===== src/rtl/rhs_spi_array_master.sv =====
// SPI master for an array of RHS chips: one shared CS/SCLK pair and one
// MOSI/MISO lane per chip. A shared sample-tick delay line lets each lane
// sample its MISO a configurable number of clk cycles after the SCLK rising
// edge, which absorbs the per-lane board and cable round-trip delay.
module rhs_spi_array_master #(
  parameter int NUM_CHIPS      = 16,
  parameter int WORD_BITS      = 32,
  parameter int HALF_PERIOD    = 2,
  parameter int MAX_OFFSET     = 15,
  parameter int CS_HIGH_CYCLES = 4,
  localparam int OW = (MAX_OFFSET > 0) ? $clog2(MAX_OFFSET + 1) : 1
) (
  input  logic                           clk,
  input  logic                           rst,
  input  logic                           cmd_valid,
  output logic                           cmd_ready,
  input  logic                           cmd_broadcast,
  input  logic [NUM_CHIPS*WORD_BITS-1:0] cmd_word,
  input  logic [NUM_CHIPS*OW-1:0]        oversample_offset,
  output logic                           rsp_valid,
  output logic [NUM_CHIPS*WORD_BITS-1:0] rsp_data,
  output logic                           busy,
  output logic                           CS,
  output logic                           SCLK,
  output logic [NUM_CHIPS-1:0]           MOSI,
  input  logic [NUM_CHIPS-1:0]           MISO
);

  // Delay line needs at least one stage even if no offset range is requested.
  localparam int DLY_W = (MAX_OFFSET > 0) ? MAX_OFFSET : 1;
  localparam int PW    = (2 * HALF_PERIOD > 1) ? $clog2(2 * HALF_PERIOD) : 1;
  localparam int BW    = (WORD_BITS > 1) ? $clog2(WORD_BITS) : 1;

  typedef enum logic [2:0] {IDLE, LEAD, SHIFT, TAIL, GAP} state_t;

  state_t                 r_state, w_state_nxt;
  logic [15:0]            r_cnt, w_cnt_nxt;
  logic [PW-1:0]          r_ph, w_ph_nxt;
  logic [BW-1:0]          r_bit, w_bit_nxt;
  logic                   w_accept;
  logic                   w_tick;
  logic                   w_rsp_fire;

  logic [WORD_BITS-1:0]   r_words   [NUM_CHIPS];
  logic [WORD_BITS-1:0]   w_word_in [NUM_CHIPS];
  logic [WORD_BITS-1:0]   w_word_sel[NUM_CHIPS];
  logic [OW-1:0]          r_off     [NUM_CHIPS];
  logic [OW-1:0]          w_off_in  [NUM_CHIPS];
  logic [WORD_BITS-1:0]   r_cap     [NUM_CHIPS];
  logic [WORD_BITS-1:0]   w_cap_nxt [NUM_CHIPS];
  logic [DLY_W-1:0]       r_dly;
  logic [DLY_W:0]         w_taps;

  logic                   r_cs, r_sclk, r_busy, r_rsp_valid;
  logic [NUM_CHIPS-1:0]   r_mosi;
  logic [NUM_CHIPS*WORD_BITS-1:0] r_rsp_data;
  logic                   w_cs_nxt, w_sclk_nxt;
  logic [NUM_CHIPS-1:0]   w_mosi_nxt;

  assign cmd_ready = (r_state == IDLE) && !rst;
  assign w_accept  = cmd_valid && cmd_ready;
  assign w_tick    = (r_state == SHIFT) && (r_ph == PW'(HALF_PERIOD));
  assign w_rsp_fire = (w_state_nxt == GAP) && (r_state != GAP);

  assign CS        = r_cs;
  assign SCLK      = r_sclk;
  assign MOSI      = r_mosi;
  assign busy      = r_busy;
  assign rsp_valid = r_rsp_valid;
  assign rsp_data  = r_rsp_data;

  // Broadcast expansion and offset clamping of the incoming command
  always_comb begin
    for (int c = 0; c < NUM_CHIPS; c++) begin
      w_word_in[c]  = cmd_broadcast ? cmd_word[0 +: WORD_BITS]
                                    : cmd_word[c*WORD_BITS +: WORD_BITS];
      w_off_in[c]   = (oversample_offset[c*OW +: OW] > OW'(MAX_OFFSET))
                      ? OW'(MAX_OFFSET) : oversample_offset[c*OW +: OW];
      w_word_sel[c] = w_accept ? w_word_in[c] : r_words[c];
    end
  end

  // Next-state logic: frame sequencing and bit/phase counters
  always_comb begin
    w_state_nxt = r_state;
    w_cnt_nxt   = r_cnt;
    w_ph_nxt    = r_ph;
    w_bit_nxt   = r_bit;
    case (r_state)
      IDLE: begin
        if (w_accept) begin
          w_state_nxt = LEAD;
          w_cnt_nxt   = '0;
          w_ph_nxt    = '0;
          w_bit_nxt   = '0;
        end
      end
      LEAD: begin
        if (r_cnt == 16'(HALF_PERIOD - 1)) begin
          w_state_nxt = SHIFT;
          w_ph_nxt    = '0;
          w_bit_nxt   = '0;
        end else begin
          w_cnt_nxt = r_cnt + 16'd1;
        end
      end
      SHIFT: begin
        if (r_ph == PW'(2 * HALF_PERIOD - 1)) begin
          w_ph_nxt = '0;
          if (r_bit == BW'(WORD_BITS - 1)) begin
            w_cnt_nxt   = '0;
            w_state_nxt = (MAX_OFFSET > 0) ? TAIL : GAP;
          end else begin
            w_bit_nxt = r_bit + BW'(1);
          end
        end else begin
          w_ph_nxt = r_ph + PW'(1);
        end
      end
      TAIL: begin
        if (r_cnt == 16'(MAX_OFFSET - 1)) begin
          w_state_nxt = GAP;
          w_cnt_nxt   = '0;
        end else begin
          w_cnt_nxt = r_cnt + 16'd1;
        end
      end
      GAP: begin
        if (r_cnt == 16'(CS_HIGH_CYCLES - 1)) begin
          w_state_nxt = IDLE;
          w_cnt_nxt   = '0;
        end else begin
          w_cnt_nxt = r_cnt + 16'd1;
        end
      end
      default: w_state_nxt = IDLE;
    endcase
  end

  // Pin values for the coming cycle, decoded from the next state
  always_comb begin
    w_cs_nxt   = 1'b1;
    w_sclk_nxt = 1'b0;
    w_mosi_nxt = '0;
    if (w_state_nxt == LEAD || w_state_nxt == SHIFT || w_state_nxt == TAIL)
      w_cs_nxt = 1'b0;
    if (w_state_nxt == SHIFT && w_ph_nxt >= PW'(HALF_PERIOD))
      w_sclk_nxt = 1'b1;
    if (w_state_nxt == LEAD || w_state_nxt == SHIFT) begin
      for (int c = 0; c < NUM_CHIPS; c++)
        w_mosi_nxt[c] = w_word_sel[c][BW'(WORD_BITS - 1) - w_bit_nxt];
    end
  end

  // Tap select and per-lane MISO shift-in; tap 0 is the undelayed tick
  always_comb begin
    w_taps = {r_dly, w_tick};
    for (int c = 0; c < NUM_CHIPS; c++)
      w_cap_nxt[c] = w_taps[r_off[c]] ? {r_cap[c][WORD_BITS-2:0], MISO[c]} : r_cap[c];
  end

  // State register, counters and registered outputs
  always_ff @(posedge clk) begin
    if (rst) begin
      r_state     <= IDLE;
      r_cnt       <= '0;
      r_ph        <= '0;
      r_bit       <= '0;
      r_cs        <= 1'b1;
      r_sclk      <= 1'b0;
      r_mosi      <= '0;
      r_busy      <= 1'b0;
      r_rsp_valid <= 1'b0;
      r_rsp_data  <= '0;
    end else begin
      r_state     <= w_state_nxt;
      r_cnt       <= w_cnt_nxt;
      r_ph        <= w_ph_nxt;
      r_bit       <= w_bit_nxt;
      r_cs        <= w_cs_nxt;
      r_sclk      <= w_sclk_nxt;
      r_mosi      <= w_mosi_nxt;
      r_busy      <= (w_state_nxt != IDLE);
      r_rsp_valid <= w_rsp_fire;
      // Take the capture next-value so a last-cycle capture is not missed
      if (w_rsp_fire) begin
        for (int c = 0; c < NUM_CHIPS; c++)
          r_rsp_data[c*WORD_BITS +: WORD_BITS] <= w_cap_nxt[c];
      end
    end
  end

  // Tick delay line, lane offsets and capture registers
  always_ff @(posedge clk) begin
    if (rst) begin
      r_dly <= '0;
      for (int c = 0; c < NUM_CHIPS; c++) begin
        r_cap[c] <= '0;
        r_off[c] <= '0;
      end
    end else begin
      r_dly <= w_taps[DLY_W-1:0];
      for (int c = 0; c < NUM_CHIPS; c++) begin
        r_cap[c] <= w_accept ? '0 : w_cap_nxt[c];
        if (w_accept)
          r_off[c] <= w_off_in[c];
      end
    end
  end

  // Command words are latched on accept only
  always_ff @(posedge clk) begin
    if (w_accept) begin
      for (int c = 0; c < NUM_CHIPS; c++)
        r_words[c] <= w_word_in[c];
    end
  end

endmodule


===== config.mk =====
export PLATFORM = sky130hd
export DESIGN_NAME = rhs_spi_array_master
export DESIGN_NICKNAME = d
export VERILOG_FILES = /design/src/rtl/rhs_spi_array_master.sv
export SDC_FILE = /design/constraint.sdc
export NUM_CORES = 2
export LEC_CHECK = 0
export ABC_AREA = 0
export CORE_AREA = 2 2 437 439
export CTS_BUF_LIST = sky130_fd_sc_hd__clkbuf_4 sky130_fd_sc_hd__clkbuf_8 sky130_fd_sc_hd__clkbuf_16
export CTS_CLUSTER_SIZE = 28
export DETAILED_ROUTE_END_ITERATION = 10
export DIE_AREA = 0 0 439 441
export PLACE_DENSITY_LB_ADDON = 0.3
export SYNTH_ARGS = -nofsm -noshare
export SYNTH_HDL_FRONTEND = slang
export SYNTH_SLANG_ARGS = --single-unit

===== constraint.sdc =====
create_clock -name clk -period 34.7 [get_ports clk]
set_input_delay 6.94 -clock clk [delete_from_list [all_inputs] [get_ports clk]]
set_output_delay 6.94 -clock clk [all_outputs]
set_load 0.05 [all_outputs]

# Yosys cells after proc, flatten, opt, wreduce, memory -nomap -nowiden
# Memory sizes are Yosys's and may differ from the RTL's.
# Index checks and enable logic that the tools add are counted.
# W data, S select, Z words.
# op_classes
addsub	4
mul	0
div_mod_pow	0
n_lt_le_gt_ge	34
n_eq_ne	19
shift	0
muxes	207
bitwise_logic	33
n_reduce_logical	13
# op_table
cell	n
$mux W32	79
$mux W4	32
$mux W16	6
$bmux W1 S5	16
$lt A4 B5 Y1 const B	16
$pmux W16 S5	1
$bmux W1 S4	16
$gt A4 B4 Y1 const B	16
$mux W1	41
$or A1 B1 Y1	32
$mux W5	4
$mux W3	6
$add A16 B1 Y16 const B	1
$eq A16 B1 Y1 const B	1
$eq A16 B2 Y1 const B	1
$eq A16 B4 Y1 const B	1
$pmux W3 S5	1
$pmux W5 S3	1
$eq A3 B2 Y1 const B	4
$eq A3 B1 Y1 const B	2
$eq A3 B3 Y1 const B	2
$lt A5 B6 Y1 const B	1
$mux W2	3
$pmux W2 S3	1
18 further kinds	26
# word_totals
register_bits	573
latch_bits	0
ramBits	1088
mem_bits_ro	0
mem_count	3
# memory_table
memory	depth	word_bits	read_ports	rd_clocked_by_memory_dff	wr	line	text
r_cap	16	32	16	0	16	49	logic [WORD_BITS-1:0] r_cap [NUM_CHIPS];
r_words	16	32	16	0	16	44	logic [WORD_BITS-1:0] r_words [NUM_CHIPS];
r_off	16	4	16	0	16	47	logic [OW-1:0] r_off [NUM_CHIPS];

# Logic depth before layout (Yosys ltp)
# logic_depth
ltp_word	9
depth_mapped	14

# Worst setup path before layout
# No wires, ideal clock.
# synth_path
path_type	input -> register
startpoint	input port cmd_valid
endpoint	memory r_off[0][25] in the netlist's numbering (data pin)
setup_time_ns	0.236
arrival_ns	22.366
required_ns	34.464
path_slack_ns	12.098
path_stages	9
n_path_buf	5
cell_sequence	or3b_1 or3_1 inv_1 buf_4 buf_4 buf_2 buf_2 clkbuf_1 and2_1
# synth_rtl
item	line	text
start: declaration	15	input logic cmd_valid,
end: declaration	47	

# Final worst setup path
# layout_path
startpoint	input port rst
endpoint	output port cmd_ready
# layout_between
elab_chain_cells	2
# layout_rtl
item	line	text
start: declaration	14	input logic rst,
$logic_not A1 Y1	60	assign cmd_ready = (r_state == IDLE) && !rst;
$logic_and A1 B1 Y1	60	
end: declaration	16	output logic cmd_ready,
# No other way between the ends.

==> impl_summary.md <==
Outcome
The flow ran to the end, and the final reports show no timing, DRC or antenna violations.

Clock tree
At the later pin of the worst-skew pair, clock insertion delay measures about 0.85 ns. After clock tree synthesis, the flow added hold-fix buffers numbering 0. The H-tree generated during clock tree synthesis spans 4 levels.

Gates resized during post-CTS repair numbered 0. The maximum number of buffers from clock root to sink is 3. Once the clock tree was built, the setup fixing pass inserted 0 buffers. The root buffer cell chosen for the clock tree is clkbuf_16. Clock-pin slew was measured on the worst setup and hold paths at 0.06 ns. TritonCTS built the clock tree. TritonCTS created 173 clock buffers. The number of clock sinks seen by CTS is 1661.

Hold path
For hold timing, the worst endpoint is r_words[1][21]. The launch point of the worst hold path is r_words[1][21]. Along the worst hold path, the cell count comes to 1.

The worst hold-check path type is flop to flop.

Logic synthesis
The xor and xnor fraction of the mapped netlist area is 0.1445%. In the synthesized netlist the async set-or-reset flop fraction comes to 0%. Measured against the total synthesized area, the mux share comes to 11.67%. After Yosys synthesis, full adders, half adders and majority gates account for 0.1126% of the synthesized area.

In this run the biggest area consumer among cell types represents 33.55% of the synthesized area. The number of warnings reported in the yosys synthesis log is 0. The mean cell area of the mapped netlist is 10.43 sq um. In this run, distinct cell masters in the synthesized netlist total 79.

By area the synthesized netlist is led by dfxtp_1, edfxtp_1, mux2i_1. The count of flip-flops with a built-in enable after synthesis is 544. The cell count after synthesis is 6392. The most common flop cell mapped by yosys is dfxtp_1.

Counting flops and latches in the post-synthesis netlist gives 1661. The synthesized netlist devotes 13.10% of its cell area to compound gates. The most area-hungry cell type in the Yosys netlist is dfxtp_1. In this run the cell area of the synthesized design comes to 66660 sq um. The share of synthesized area occupied by flip-flops and latches is 58.05%. The simple-gate portion of the synthesized area is 10.71%. After synthesis, the largest family of logic cells by area is compound AO/OA/AOI/OAI gates.

The number of nets in the synthesized netlist is 6994.

Floorplan
The placeable core region is 189200 sq um. The die boundary height is 441 microns. The die outline area is 193600 sq um.

Row generation in the floorplan step produced between 150 and 200 rows. The count of boundary I/O pins is 1129. The die width is approximately 440 microns. The starting density of the core is 35.23%.

Global route
The number of global-route vias before repair is 49510. The total overflow reported by the global router is 0. The pin count of the biggest net entering global routing is ~240.

For this run, the total global-route usage over all layers was measured as around 23%. The number of antenna violations at the first check in global routing is 53. The met3 track demand over resource in global routing is 4.575%. The busiest layer in global routing is met2. Global routing consumed, on the met2 layer, 39.59% of the routing resources. The wire length of the first global-routing pass is 331100 microns. For met1 alone, demand over resource in global routing was 26.61%.

Setup path
Data on the critical path is required at its endpoint by 27.76 ns. The reg-to-reg setup timing slack is 28.18 ns. The critical path class is input pin to primary output. The category of the worst setup path capture point is a primary output. In this run the critical register-to-register path is launched from r_state[1]. Counting cells, the worst reg-to-reg path comes to 9. Of all nets on the critical path, the largest fanout is 72. The critical path arrival is 8.63 ns.

The worst flop-to-flop path endpoint is r_cap[0][110]. STA classifies the critical path startpoint as an input pin.

STA
The worst relative slew slack is 13.46%. The worst hold-check slack is between 0.4 and 0.5 ns. For the pin with the worst max-slew slack, the measured transition is 1.298 ns.

The peak clock frequency supported by timing is 64.21 MHz. The sum of negative setup slack is 0 ns. Counting I/O delays and the setup requirement, the final critical path takes 15.57 ns. Setup repair after global routing left no endpoint under its margin. The final count of hold timing violations was 0.

Setup violations remaining at the end of the flow were counted as 0. The final critical path takes up 44.88% of the cycle. Across the routed clock network, the largest skew measured is 0.04999 ns. The final count of pins violating max slew is 0.

Run
Across the run, the number of max-cap violations was 0.

Power
Across the VDD grid, the largest voltage drop is 0.04399 mV. The leakage power is 29.21 nW. The power density relative to cell area is between 50 and 60 nW/um^2.

The sum of internal, switching and leakage power is 4.310 mW.

Placement
In this run the tool buffered the top-level ports with roughly 1100 buffer cells. The half-perimeter wire length of the detailed placement result is 166800 microns. The weighted congestion reported at the end of routability-driven placement is 0.9179.

Routing
Before antenna repair, the detailed router went through 6 iterations. For this run, design rule violations remaining after detail routing come to 0. The post-route antenna net violation count is 0.

The post-detailed-route wirelength per cell is about 23 microns. The number of design-rule violations left by the first detailed-router iteration is between 4000 and 5000. The via density per instance is 5.191.

For this block, the routed nets add up to 233500 microns of wire. Detailed routing inserted a total of 51610 vias.

Finish
The filler cells instantiated in the layout total 17760. Compared with the post-synthesis result, the final layout area differs by 28.34%. The final core area utilization is a little under half. The share of cells above drive strength 1 is 6.927%.

The total number of nets in the final design is 7858.
logic make-up (layout without fill, tap and decap cells):
| kind of cell | count (synthesis) | in the layout |
|---|---|---|
| simple gates | 1722 | 1722 |
| flops | 1661 | 1661 |
| compound gates | 1336 | 1336 |
| buf+inv | 981 | 1980 |
| mux | 675 | 675 |
| xor+xnor | 11 | 11 |
| fa+ha+maj | 6 | 6 |
| other cells | 0 | 40 |
sequential cells by signal (all words and copies together) (netlist names):
register   cells
rsp_valid      1
r_off         64
r_words      512
r_cap        512
r_cnt         16
r_ph           2
rsp_data     512
r_state        3
SCLK           1
MOSI          16
busy           1
CS             1
r_dly         15
r_bit          5
synth_stat cells (all sizes together) (9+ instances only):
library cell	instances
nor2	1149
and3	32
a2111oi	13
mux2	9
nand2	297
nor2b	39
mux2i	586
o211ai	9
and2	45
a21oi	65
a311oi	13
inv	463
nand3	55
nand4	15
nand2b	26
edfxtp	544
xor2	10
mux4	80
clkbuf	379
a221oi	21
a31oi	81
o221ai	11
a32oi	11
o21ai	497
nor3	33
dfxtp	1117
a211oi	546
buf	139
worst max-delay path, stage by stage:
cell,delay (ns)
buf_8,0.20
nor3_1,0.50
clkdlybuf4s50_1,0.90
per-stage QoR:
| step | worst slack (ns) | cells | area [sq um] |
|---|---|---|---|
| 6_report | 19.13 | 9942 | 85550 |
| 5_1_grt | 19.14 | 9929 | 85520 |
| 4_1_cts | 19.14 | 9902 | 85450 |
| 3_5_place_dp | 19.13 | 9592 | 79440 |
| 3_3_place_gp | 19.09 | 9592 | 79440 |
| 2_1_floorplan | 12.10 | 6392 | 66660 |
worst max-delay path by stage:
stage / from / endpoint / cells after the start
after floorplan: cmd_valid / r_off[0][25] / 9
after global placement: rst / cmd_ready / 3
after CTS: rst / cmd_ready / 3
after detailed placement: rst / cmd_ready / 3
final: rst / cmd_ready / 3
after global routing: rst / cmd_ready / 3
cell type report:
| cell class | instances | area [sq um] | share of cell area (%) |
|---|---|---|---|
| Antenna cell | 40 | 100.1 | 0.1170 |
| Clock buffer | 251 | 5194 | 6.071 |
| Clock inverter | 59 | 810.8 | 0.9477 |
| Inverter | 463 | 1745 | 2.040 |
| Multi-Input combinational cell | 3750 | 23890 | 27.93 |
| Sequential cell | 1661 | 38700 | 45.23 |
| Tap cell | 2511 | 3142 | 3.672 |
| Timing Repair Buffer | 1207 | 11970 | 13.99 |
layout by cell type (no fill, tap or decap), types with 80 or more instances in the layout:
cell                n
a211oi_1          545
a31oi_1            81
clkbuf_16         180
clkdlybuf4s50_1  1126
dfxtp_1          1117
edfxtp_1          544
inv_1             462
mux2i_1           586
mux4_2             80
nand2_1           294
nor2_1           1143
o21ai_0           493
routing by layer:
metal / part of all wire [%] / vias up
met5: 0.021 / -
met4: 6.5 / 8
met3: 7.1 / 498
met2: 49 / 2235
met1: 38 / 24650
li1: - / 24220
power by group:
part / switching (mW) / internal (mW)
Combinational: 0.163 / 0.110
Sequential: 0.0232 / 2.07
Clock: 0.804 / 1.14
Total: 0.990 / 3.32
(Power assumes the default switching activity.)
